<file path="src/rtl/keypad_pin_entry.sv">
// keypad_pin_entry: PIN-entry front end for the intruder-alarm controller.
// Buffers digit key events, checks them against a fixed PIN on ARM/DISARM,
// issues a one-ENA-period command on the keypad bus for a correct PIN, and
// locks the keypad out for a number of ENA ticks after repeated failures.
module keypad_pin_entry #(
  parameter int                      PIN_DIGITS    = 4,
  parameter logic [4*PIN_DIGITS-1:0] PIN           = 16'h1234,
  parameter int                      MAX_FAILS     = 3,
  parameter int                      LOCKOUT_TICKS = 200,
  parameter int                      TIMEOUT_TICKS = 50
) (
  input  logic       clk,
  input  logic       reset,
  input  logic       ENA,
  input  logic       key_valid,
  input  logic [3:0] key_code,
  output logic [3:0] keypad,
  output logic [2:0] digit_count,
  output logic       bad_pin,
  output logic       locked
);

  localparam logic [2:0] LP_DIGITS    = 3'(PIN_DIGITS);
  localparam logic [2:0] LP_MAX_FAILS = 3'(MAX_FAILS);
  localparam logic [7:0] LP_LOCK      = 8'(LOCKOUT_TICKS);
  localparam logic [7:0] LP_TMO       = 8'(TIMEOUT_TICKS);

  localparam logic [3:0] KEY_ARM    = 4'hA;
  localparam logic [3:0] KEY_CLEAR  = 4'hC;
  localparam logic [3:0] KEY_DISARM = 4'hD;
  localparam logic [3:0] CMD_ARM    = 4'b0011;
  localparam logic [3:0] CMD_DISARM = 4'b1100;
  localparam logic [3:0] CMD_NONE   = 4'b0000;

  typedef enum logic [1:0] {
    ST_IDLE    = 2'd0,
    ST_ENTRY   = 2'd1,
    ST_ISSUE   = 2'd2,
    ST_LOCKOUT = 2'd3
  } state_t;

  state_t                  r_state;
  logic [4*PIN_DIGITS-1:0] r_buf;
  logic [2:0]              r_cnt;
  logic [2:0]              r_fails;
  logic [7:0]              r_lock_cnt;
  logic [7:0]              r_tmo_cnt;
  logic [3:0]              r_keypad;
  logic                    r_bad;
  logic                    r_locked;

  state_t                  w_state_nxt;
  logic [4*PIN_DIGITS-1:0] w_buf_nxt;
  logic [2:0]              w_cnt_nxt;
  logic [2:0]              w_fails_nxt;
  logic [7:0]              w_lock_nxt;
  logic [7:0]              w_tmo_nxt;
  logic [3:0]              w_keypad_nxt;
  logic                    w_bad_nxt;
  logic                    w_locked_nxt;

  // Key decoding and helpers shared by the next-state logic.
  logic                    w_is_digit;
  logic                    w_is_cmd;
  logic                    w_match;
  logic [2:0]              w_fails_inc;
  logic [4*PIN_DIGITS+3:0] w_buf_ext;
  logic [4*PIN_DIGITS-1:0] w_buf_shift;

  assign w_is_digit  = (key_code <= 4'd9);
  assign w_is_cmd    = (key_code == KEY_ARM) || (key_code == KEY_DISARM);
  assign w_match     = (r_cnt == LP_DIGITS) && (r_buf == PIN);
  // Saturate so the counter can never wrap past MAX_FAILS.
  assign w_fails_inc = (r_fails >= LP_MAX_FAILS) ? LP_MAX_FAILS : (r_fails + 3'd1);
  // Newest digit goes into the low nibble; the oldest falls off the top.
  assign w_buf_ext   = {r_buf, key_code};
  assign w_buf_shift = w_buf_ext[4*PIN_DIGITS-1:0];

  // Next-state and next-output logic; key events take priority over ENA.
  always_comb begin
    w_state_nxt  = r_state;
    w_buf_nxt    = r_buf;
    w_cnt_nxt    = r_cnt;
    w_fails_nxt  = r_fails;
    w_lock_nxt   = r_lock_cnt;
    w_tmo_nxt    = r_tmo_cnt;
    w_keypad_nxt = r_keypad;
    w_bad_nxt    = 1'b0;
    w_locked_nxt = r_locked;
    case (r_state)
      ST_IDLE, ST_ENTRY: begin
        if (key_valid && w_is_digit) begin
          if (r_cnt < LP_DIGITS) begin
            w_buf_nxt   = w_buf_shift;
            w_cnt_nxt   = r_cnt + 3'd1;
            w_state_nxt = ST_ENTRY;
          end else begin
            // Buffer full: the digit is dropped, entry stays as it was.
            w_buf_nxt   = r_buf;
            w_cnt_nxt   = r_cnt;
          end
          w_tmo_nxt = LP_TMO;
        end else if (key_valid && (key_code == KEY_CLEAR)) begin
          w_buf_nxt   = '0;
          w_cnt_nxt   = 3'd0;
          w_state_nxt = ST_IDLE;
        end else if (key_valid && w_is_cmd) begin
          w_buf_nxt = '0;
          w_cnt_nxt = 3'd0;
          if (w_match) begin
            w_keypad_nxt = (key_code == KEY_ARM) ? CMD_ARM : CMD_DISARM;
            w_fails_nxt  = 3'd0;
            w_state_nxt  = ST_ISSUE;
          end else begin
            w_bad_nxt   = 1'b1;
            w_fails_nxt = w_fails_inc;
            if (w_fails_inc == LP_MAX_FAILS) begin
              w_state_nxt  = ST_LOCKOUT;
              w_lock_nxt   = LP_LOCK;
              w_locked_nxt = 1'b1;
            end else begin
              w_state_nxt  = ST_IDLE;
            end
          end
        end else if (ENA && (r_state == ST_ENTRY)) begin
          // Ignored codes fall through here, so they never reload the timeout.
          if (r_tmo_cnt <= 8'd1) begin
            w_tmo_nxt   = 8'd0;
            w_buf_nxt   = '0;
            w_cnt_nxt   = 3'd0;
            w_state_nxt = ST_IDLE;
          end else begin
            w_tmo_nxt   = r_tmo_cnt - 8'd1;
          end
        end else begin
          w_state_nxt = r_state;
        end
      end
      ST_ISSUE: begin
        // Hold the command until the alarm FSM's next ENA sample.
        if (ENA) begin
          w_keypad_nxt = CMD_NONE;
          w_state_nxt  = ST_IDLE;
        end else begin
          w_keypad_nxt = r_keypad;
        end
      end
      ST_LOCKOUT: begin
        if (ENA) begin
          if (r_lock_cnt <= 8'd1) begin
            w_lock_nxt   = 8'd0;
            w_locked_nxt = 1'b0;
            w_fails_nxt  = 3'd0;
            w_state_nxt  = ST_IDLE;
          end else begin
            w_lock_nxt   = r_lock_cnt - 8'd1;
          end
        end else begin
          w_lock_nxt = r_lock_cnt;
        end
      end
      default: begin
        w_state_nxt  = ST_IDLE;
        w_keypad_nxt = CMD_NONE;
      end
    endcase
  end

  // State and output registers with synchronous active-high reset.
  always_ff @(posedge clk) begin
    if (reset) begin
      r_state    <= ST_IDLE;
      r_buf      <= '0;
      r_cnt      <= 3'd0;
      r_fails    <= 3'd0;
      r_lock_cnt <= 8'd0;
      r_tmo_cnt  <= 8'd0;
      r_keypad   <= CMD_NONE;
      r_bad      <= 1'b0;
      r_locked   <= 1'b0;
    end else begin
      r_state    <= w_state_nxt;
      r_buf      <= w_buf_nxt;
      r_cnt      <= w_cnt_nxt;
      r_fails    <= w_fails_nxt;
      r_lock_cnt <= w_lock_nxt;
      r_tmo_cnt  <= w_tmo_nxt;
      r_keypad   <= w_keypad_nxt;
      r_bad      <= w_bad_nxt;
      r_locked   <= w_locked_nxt;
    end
  end

  assign keypad      = r_keypad;
  assign digit_count = r_cnt;
  assign bad_pin     = r_bad;
  assign locked      = r_locked;

endmodule

</file>
<file path="config.mk">
export PLATFORM = sky130hd
export DESIGN_NAME = keypad_pin_entry
export DESIGN_NICKNAME = d
export VERILOG_FILES = /design/src/rtl/keypad_pin_entry.sv
export SDC_FILE = /design/constraint.sdc
export NUM_CORES = 1
export LEC_CHECK = 0
export CAP_MARGIN = 10
export CORE_MARGIN = 8
export CORE_UTILIZATION = 52
export CTS_CLUSTER_DIAMETER = 50
export DETAILED_ROUTE_END_ITERATION = 12
export PLACE_DENSITY_LB_ADDON = 0.15
export SYNTH_ARGS = -nofsm -noshare
export SYNTH_HDL_FRONTEND = slang
export SYNTH_SLANG_ARGS = --single-unit
</file>
<file path="constraint.sdc">
create_clock -name clk -period 2.1 [get_ports clk]
set_input_delay 0.21 -clock clk [delete_from_list [all_inputs] [get_ports clk]]
set_output_delay 0.21 -clock clk [all_outputs]
set_load 0.01 [all_outputs]
</file>
==> flow_metrics.env, run 1 <==
export IMPL_outcome="finished, final reports clean"
export IMPL_fin_worst_hold_slack_ns=0.491
export IMPL_ir_drop_uv=409
export IMPL_worstMarginPinSlew_ns=0.480
export IMPL_rows=24
export IMPL_synthSimpleGateAreaFrac_pct=21.3
export IMPL_hold_violations=0
export IMPL_setup_violations_final=0
export IMPL_cts_inserted_buffers=5
export IMPL_synth_fa_ha_area_share_pct=4.47
export IMPL_period_needed_ns=2.01
export IMPL_synth_nets=264
export IMPL_synth_area_um2=2240
export IMPL_postRouteAntennaNets=0
export IMPL_grt_pass1_wl_um=8810
export IMPL_clock_skew_ns=0.00892
export IMPL_viasPerCell=5.90
export IMPL_drt_first_pass_iters=4
export IMPL_wire_per_inst_um=14.3
export IMPL_dp_hpwl_um=3690
export IMPL_ys_seq_area_share_pct=39.3
export IMPL_slew_headroom_pct=67.7
export IMPL_p_clk_share_pct=36.2
export IMPL_synth_xor_area_share_pct=0.391
export IMPL_cp_max_fo=4
export IMPL_cp_arrival_ns=2.24
export IMPL_max_freq_ghz=0.498
export IMPL_setup_worst_path_start_class="register"
export IMPL_syn_instance_count=248
export IMPL_die_h_um=81.6
export IMPL_fillCellCount=384
export IMPL_combPwrFrac_pct=15.1
export IMPL_sequentialPowerShare_pct=48.7
export IMPL_cts_root_buf="clkbuf_8"
export IMPL_synth_seq_cells=44
export IMPL_nets=306
export IMPL_async_flop_share_pct=0
export IMPL_synth_top_family_by_area="compound AO/OA/AOI/OAI gates"
export IMPL_synth_compound_area_share_pct=28.6
export IMPL_grt_overflow=0
export IMPL_max_stage_delay_ns=0.40
export IMPL_dr_first_iter_drc_count=153
export IMPL_portBuffers=16
export IMPL_antenna_found_initial=0
export IMPL_crit_buf_inv=2
export IMPL_drc_errors=0
export IMPL_internal_power_mw=1.36
export IMPL_fin_tns_setup_ns=0
export IMPL_vias=2025
export IMPL_drv_slew=0
export IMPL_endpoint_kind="register"
export IMPL_cts_htree_levels=2
export IMPL_leakagePower_nw=1.14
export IMPL_maxCapViolCount=0
export IMPL_areaGrowthSynthToFinish_pct=22.8
export IMPL_start_util_pct=52.5
export IMPL_insertion_delay_ns=0.29
export IMPL_post_cts_setup_buffer_count=0
export IMPL_n_antenna_cell=0
export IMPL_hold_class="register to register"
export IMPL_ys_flop_type="dfxtp_1"
export IMPL_gp_congestion=0.920
export IMPL_power_switching_mw=0.474
export IMPL_clk_pin_slew_ns=0.09
export IMPL_io_pins=17
export IMPL_synthMuxAreaShare_pct=0.447
export IMPL_switching_share_pct=25.9
export IMPL_drive_gt1_share_pct=18.9
export IMPL_cpMaxStageDelayCell="a221o_1"
export IMPL_grt_max_degree=22
export IMPL_yosys_warnings=0
export IMPL_ys_types=52
export IMPL_crit_chain="inv_2 > ha_1 > nor4bb_1 > and3_1 > a221o_1 > buf_4 > or3_1 > a21oi_2"
export IMPL_clock_path_buffers=2
export IMPL_finalCritPeriodShare_pct=95.6
export IMPL_rsz0062_at_grt="yes"
export IMPL_wirelength_um=4900
export IMPL_required_ns=2.33
export IMPL_cts_tree="built"
export IMPL_core_um2=4260
export IMPL_synth_avg_cell_area_um2=9.03
export IMPL_grt_usage_pct=16.4
export IMPL_clkSinkCount=44
export IMPL_powerDensity_nw_per_um2=666
export IMPL_synth_edf_count=0
export IMPL_die_area_um2=6660
export IMPL_fp_dieW_um=81.6
export IMPL_critPathTopFamily="simple AND/OR/NAND/NOR gates"
export IMPL_grt_pass1_vias=1942
export IMPL_setup_worst_path_class="register to register"
export IMPL_final_core_util_pct=64.5
-- state kept, by name (all words and copies together), names as in the netlist --
register / flops
r_lock_cnt: 8
r_buf: 16
bad_pin: 1
r_state: 2
locked: 1
r_tmo_cnt: 8
digit_count: 3
r_fails: 3
keypad: 2
-- per-layer routing --
layer | part of all wire (%) | GRT usage (%) | vias to the layer above | wire length [µm]
met3 | 3.0 | 3.39 | 10 | 145
met2 | 48 | 27.0 | 27 | 2340
met5 | 0 | 0 | - | 0
li1 | - | - | 1037 | -
met4 | 1.5 | 5.61 | 0 | 74
met1 | 48 | 20.9 | 951 | 2350
-- layout make-up --
cell class | instances | area [µm²] | area share (%)
multi-input cells | 180 | 1240 | 45.3
flip-flops and latches | 44 | 883 | 32.1
repair buffers | 47 | 397 | 14.4
clock buffers | 5 | 68.8 | 2.50
well taps | 52 | 65.1 | 2.37
clock inverters | 3 | 46.3 | 1.68
inverters | 12 | 45.0 | 1.64
-- synthesized netlist by cell type, drive strengths merged, types with 2 or more instances --
master	n	area [µm²]
a21o	3	22.5
a21oi	21	105
a221o	2	20.0
a221oi	2	17.5
a22o	16	140
a32oi	2	17.5
and2	4	25.0
and3	2	12.5
and3b	3	26.3
buf	7	58.8
clkbuf	5	18.8
dfxtp	44	881
ha	8	100
inv	11	41.3
nand2	17	63.8
nand3	3	15.0
nand4bb	2	22.5
nor2	12	45.0
nor2b	2	12.5
nor3	10	50.1
nor4	5	37.5
nor4bb	2	20.0
o211a	5	50.1
o211ai	4	35.0
o21ai	12	60.1
o221a	2	22.5
o31a	2	17.5
o31ai	7	52.6
o41ai	2	17.5
or2	4	25.0
or3	5	31.3
or4	6	45.0
-- power by group through the flow --
stage          clock (mW)  combinational [mW]  sequential [mW]
5_1_grt             0.710               0.315            0.897
6_report            0.663               0.276            0.891
3_5_place_dp            0               0.275            0.910
3_3_place_gp            0               0.269            0.910
2_1_floorplan           0               0.177            0.907
4_1_cts             0.678               0.276            0.890
-- per-stage QoR --
step	instances	instance area [µm²]	power, mW	worst slack (ns)
2_1_floorplan	248	2240	1.08	0.149
5_1_grt	343	2750	1.92	-0.0284
4_1_cts	343	2740	1.84	0.0427
3_5_place_dp	335	2620	1.18	-0.219
6_report	343	2750	1.83	0.0920
3_3_place_gp	335	2620	1.18	-0.110
-- logic make-up after synthesis --
group | after synthesis
xor gates and xnor gates | 1
DFF | 44
buffers and inverters | 24
AOI/OAI and AO/OA | 88
and+or+nand+nor | 82
adders and majority gates | 8
muxes | 1
-- worst min-delay path: stages (launching register included) --
cell	delay (ns)
dfxtp_1	0.33
o31ai_1	0.07
a21oi_1	0.06
-- cell usage in the layout (no fill, tap or decap), types with 2 or more instances in the layout --
master           instances
clkbuf_8                 5
and3_1                   2
nand4bb_1                2
a22o_1                  16
ha_1                     8
o221a_2                  2
or3_1                    5
o211ai_1                 3
nor4bb_1                 2
nand3_1                  3
nand2_1                 17
nor2_1                  12
a32oi_1                  2
buf_4                   30
dfxtp_1                 42
and3b_1                  3
or4_1                    5
clkdlybuf4s50_1         16
a21o_1                   3
o211a_1                  5
a21oi_1                 20
dfxtp_2                  2
nor4_1                   4
o31a_1                   2
o31ai_1                  7
o21ai_0                 12
and2_1                   3
nor2b_1                  2
inv_1                   10
or2_2                    4
nor3_1                  10
a221o_1                  2
a221oi_1                 2
o41ai_1                  2
-- final timing paths --
check,cells past startpoint,start,end,slack [ns]
worst max register to register,8,digit_count[0],r_lock_cnt[2],0.09
worst min-delay path,2,r_tmo_cnt[7],r_tmo_cnt[7],0.49
worst max-delay path,8,digit_count[0],r_lock_cnt[2],0.09
worst min register to register,2,r_tmo_cnt[7],r_tmo_cnt[7],0.49
-- timing repair --
| item | 4_1_cts | 5_1_grt |
|---|---|---|
| gates resized for setup | 0 | 7 |
| hold buffers | 0 | 0 |
| setup endpoints to repair | 0 | 26 |
(Power assumes the default switching activity.)
==> inputs of run 2 (changes only) <==
--- a/config.mk
+++ b/config.mk
@@ -10,7 +10,7 @@
 export CORE_UTILIZATION = 52
 export CTS_CLUSTER_DIAMETER = 50
 export DETAILED_ROUTE_END_ITERATION = 12
-export PLACE_DENSITY_LB_ADDON = 0.15
+export PLACE_DENSITY_LB_ADDON = 0.25
 export SYNTH_ARGS = -nofsm -noshare
 export SYNTH_HDL_FRONTEND = slang
 export SYNTH_SLANG_ARGS = --single-unit
==> flow_metrics.env, run 2 (same netlist as run 1, synthesis figures left out) <==
export IMPL_outcome="finished, final reports clean"
export IMPL_rows=24
export IMPL_hold_path_end="r_lock_cnt[6]"
export IMPL_place_ws_ns=-0.182
export IMPL_min_path_cells=2
export IMPL_reg2regPathDepth=8
export IMPL_grt_usage_pct=16.2
export IMPL_ff2ff_setup_slack_ns=0.05
export IMPL_largest_reg_flops=16
export IMPL_cp_max_fo=4
export IMPL_drc_errors=0
export IMPL_fin_tns_setup_ns=0
export IMPL_max_freq_ghz=0.488
export IMPL_drive_gt1_share_pct=19.4
export IMPL_finalNonFillerCells=346
export IMPL_worstMarginPinSlew_ns=0.724
export IMPL_cts_htree_levels=2
export IMPL_endpoint_kind="register"
export IMPL_period_needed_ns=2.05
export IMPL_rr_startpoint="digit_count[0]"
export IMPL_cts_inserted_buffers=5
export IMPL_setup_worst_path_start_class="register"
export IMPL_insertion_delay_ns=0.31
export IMPL_wire_per_inst_um=14.6
export IMPL_clk_pin_slew_ns=0.08
export IMPL_dp_hpwl_um=3760
export IMPL_powerDensity_nw_per_um2=662
export IMPL_slew_headroom_pct=51.3
export IMPL_total_power_mw=1.83
export IMPL_start_util_pct=52.5
export IMPL_finalCritPeriodShare_pct=97.5
export IMPL_fp_dieW_um=81.6
export IMPL_leakagePower_nw=1.15
export IMPL_cts_root_buf="clkbuf_8"
export IMPL_nets=309
export IMPL_grt_pass1_wl_um=8620
export IMPL_hold_class="register to register"
export IMPL_cts_tree="built"
export IMPL_dp_cells=335
export IMPL_grt_max_degree=22
export IMPL_final_cell_mix="dfxtp_1 (43), buf_4 (31), a21oi_1 (20)"
export IMPL_clock_skew_ns=0.00883
export IMPL_r2r_end="r_lock_cnt[4]"
export IMPL_areaGrowthSynthToFinish_pct=23.7
export IMPL_portBuffers=16
export IMPL_final_core_util_pct=65.0
export IMPL_core_um2=4260
export IMPL_top_register="r_buf"
export IMPL_required_ns=2.34
export IMPL_drv_slew=0
export IMPL_maxCapViolCount=0
export IMPL_setup_violations_final=0
export IMPL_wirelength_um=5050
export IMPL_setup_worst_path_class="register to register"
export IMPL_viasPerCell=5.89
export IMPL_postRouteAntennaNets=0
export IMPL_worstHoldStart="r_lock_cnt[6]"
export IMPL_grt_overflow=0
export IMPL_die_h_um=81.6
export IMPL_die_area_um2=6660
export IMPL_clock_path_buffers=2
export IMPL_hold_violations=0
export IMPL_worst_slack_ns=0.0516
export IMPL_vias=2037
export IMPL_dr_first_iter_drc_count=191
export IMPL_antenna_found_initial=0
export IMPL_fin_worst_hold_slack_ns=0.477
export IMPL_gp_congestion=0.900
export IMPL_final_area_um2=2770
export IMPL_clkSinkCount=44
export IMPL_drt_first_pass_iters=4
export IMPL_cp_arrival_ns=2.29
export IMPL_reg_top3="r_buf (16), r_lock_cnt (8), r_tmo_cnt (8)"
export IMPL_grt_pass1_vias=1956
export IMPL_dpl_instance_area_um2=2620
export IMPL_io_pins=17
export IMPL_final_common_cell="dfxtp_1"
export IMPL_ir_drop_uv=464
export IMPL_n_antenna_cell=0
## run 2: changes by cell type in the layout (fill, tap and decap cells not counted), sizes merged
cell | before | now
clkbuf | 5 | 6
buf | 31 | 33
## run 2: how the worst max path moves through the flow
| stage | cells after the start | to | from |
|---|---|---|---|
| 2_1_floorplan | 7 | r_lock_cnt[5] | digit_count[0] |
| 5_1_grt | 8 | r_lock_cnt[2] | digit_count[0] |
| 4_1_cts | 8 | r_lock_cnt[4] | digit_count[0] |
| 3_3_place_gp | 7 | r_buf[13] | key_code[2] |
| 6_report | 8 | r_lock_cnt[4] | digit_count[0] |
| 3_5_place_dp | 6 | r_tmo_cnt[6] | key_code[2] |
## run 2: timing repair
item	in CTS	in global routing
endpoints found under the setup margin	0	8
setup buffers	0	3
resized for setup	0	10
hold buffers	0	0
## run 2: report_power, final
part	internal (mW)	leakage, nW	switching, mW
logic	0.133	0.738	0.144
registers	0.865	0.357	0.0258
clock network	0.358	0.0548	0.308
## run 2: critical path, stage by stage, from the launching register on
cell	delay (ns)
dfxtp_2	0.35
inv_2	0.05
ha_1	0.19
nor4bb_1	0.14
and3_2	0.25
a221o_1	0.40
buf_6	0.15
or3_1	0.34
a21oi_1	0.12
## run 2: final cells by class
cell class                      count  area, µm²
Multi-Input combinational cell    180       1240
Sequential cell                    44        882
Timing Repair Buffer               50        420
Clock buffer                        5       68.8
Clock inverter                      3       46.3
Fill cell                         362       1490
Inverter                           12       45.0
Tap cell                           52       65.1
## run 2: metal layers
metal / share of wire, % / GRT usage, % / wire length (µm) / vias up
li1: - / - / - / 1038
met2: 48 / 26.7 / 2410 / 32
met5: 0 / 0 / 0 / -
met4: 2.1 / 6.49 / 108 / 0
met1: 46 / 19.6 / 2320 / 956
met3: 4.3 / 4.60 / 215 / 11
==> inputs of run 3 (changes only) <==
--- a/config.mk
+++ b/config.mk
@@ -11,6 +11,7 @@
 export CTS_CLUSTER_DIAMETER = 50
 export DETAILED_ROUTE_END_ITERATION = 12
 export PLACE_DENSITY_LB_ADDON = 0.25
+export SLEW_MARGIN = 30
 export SYNTH_ARGS = -nofsm -noshare
 export SYNTH_HDL_FRONTEND = slang
 export SYNTH_SLANG_ARGS = --single-unit
==> results of run 3 <==
Final layout, timing and power as in run 2 (identical DEF).
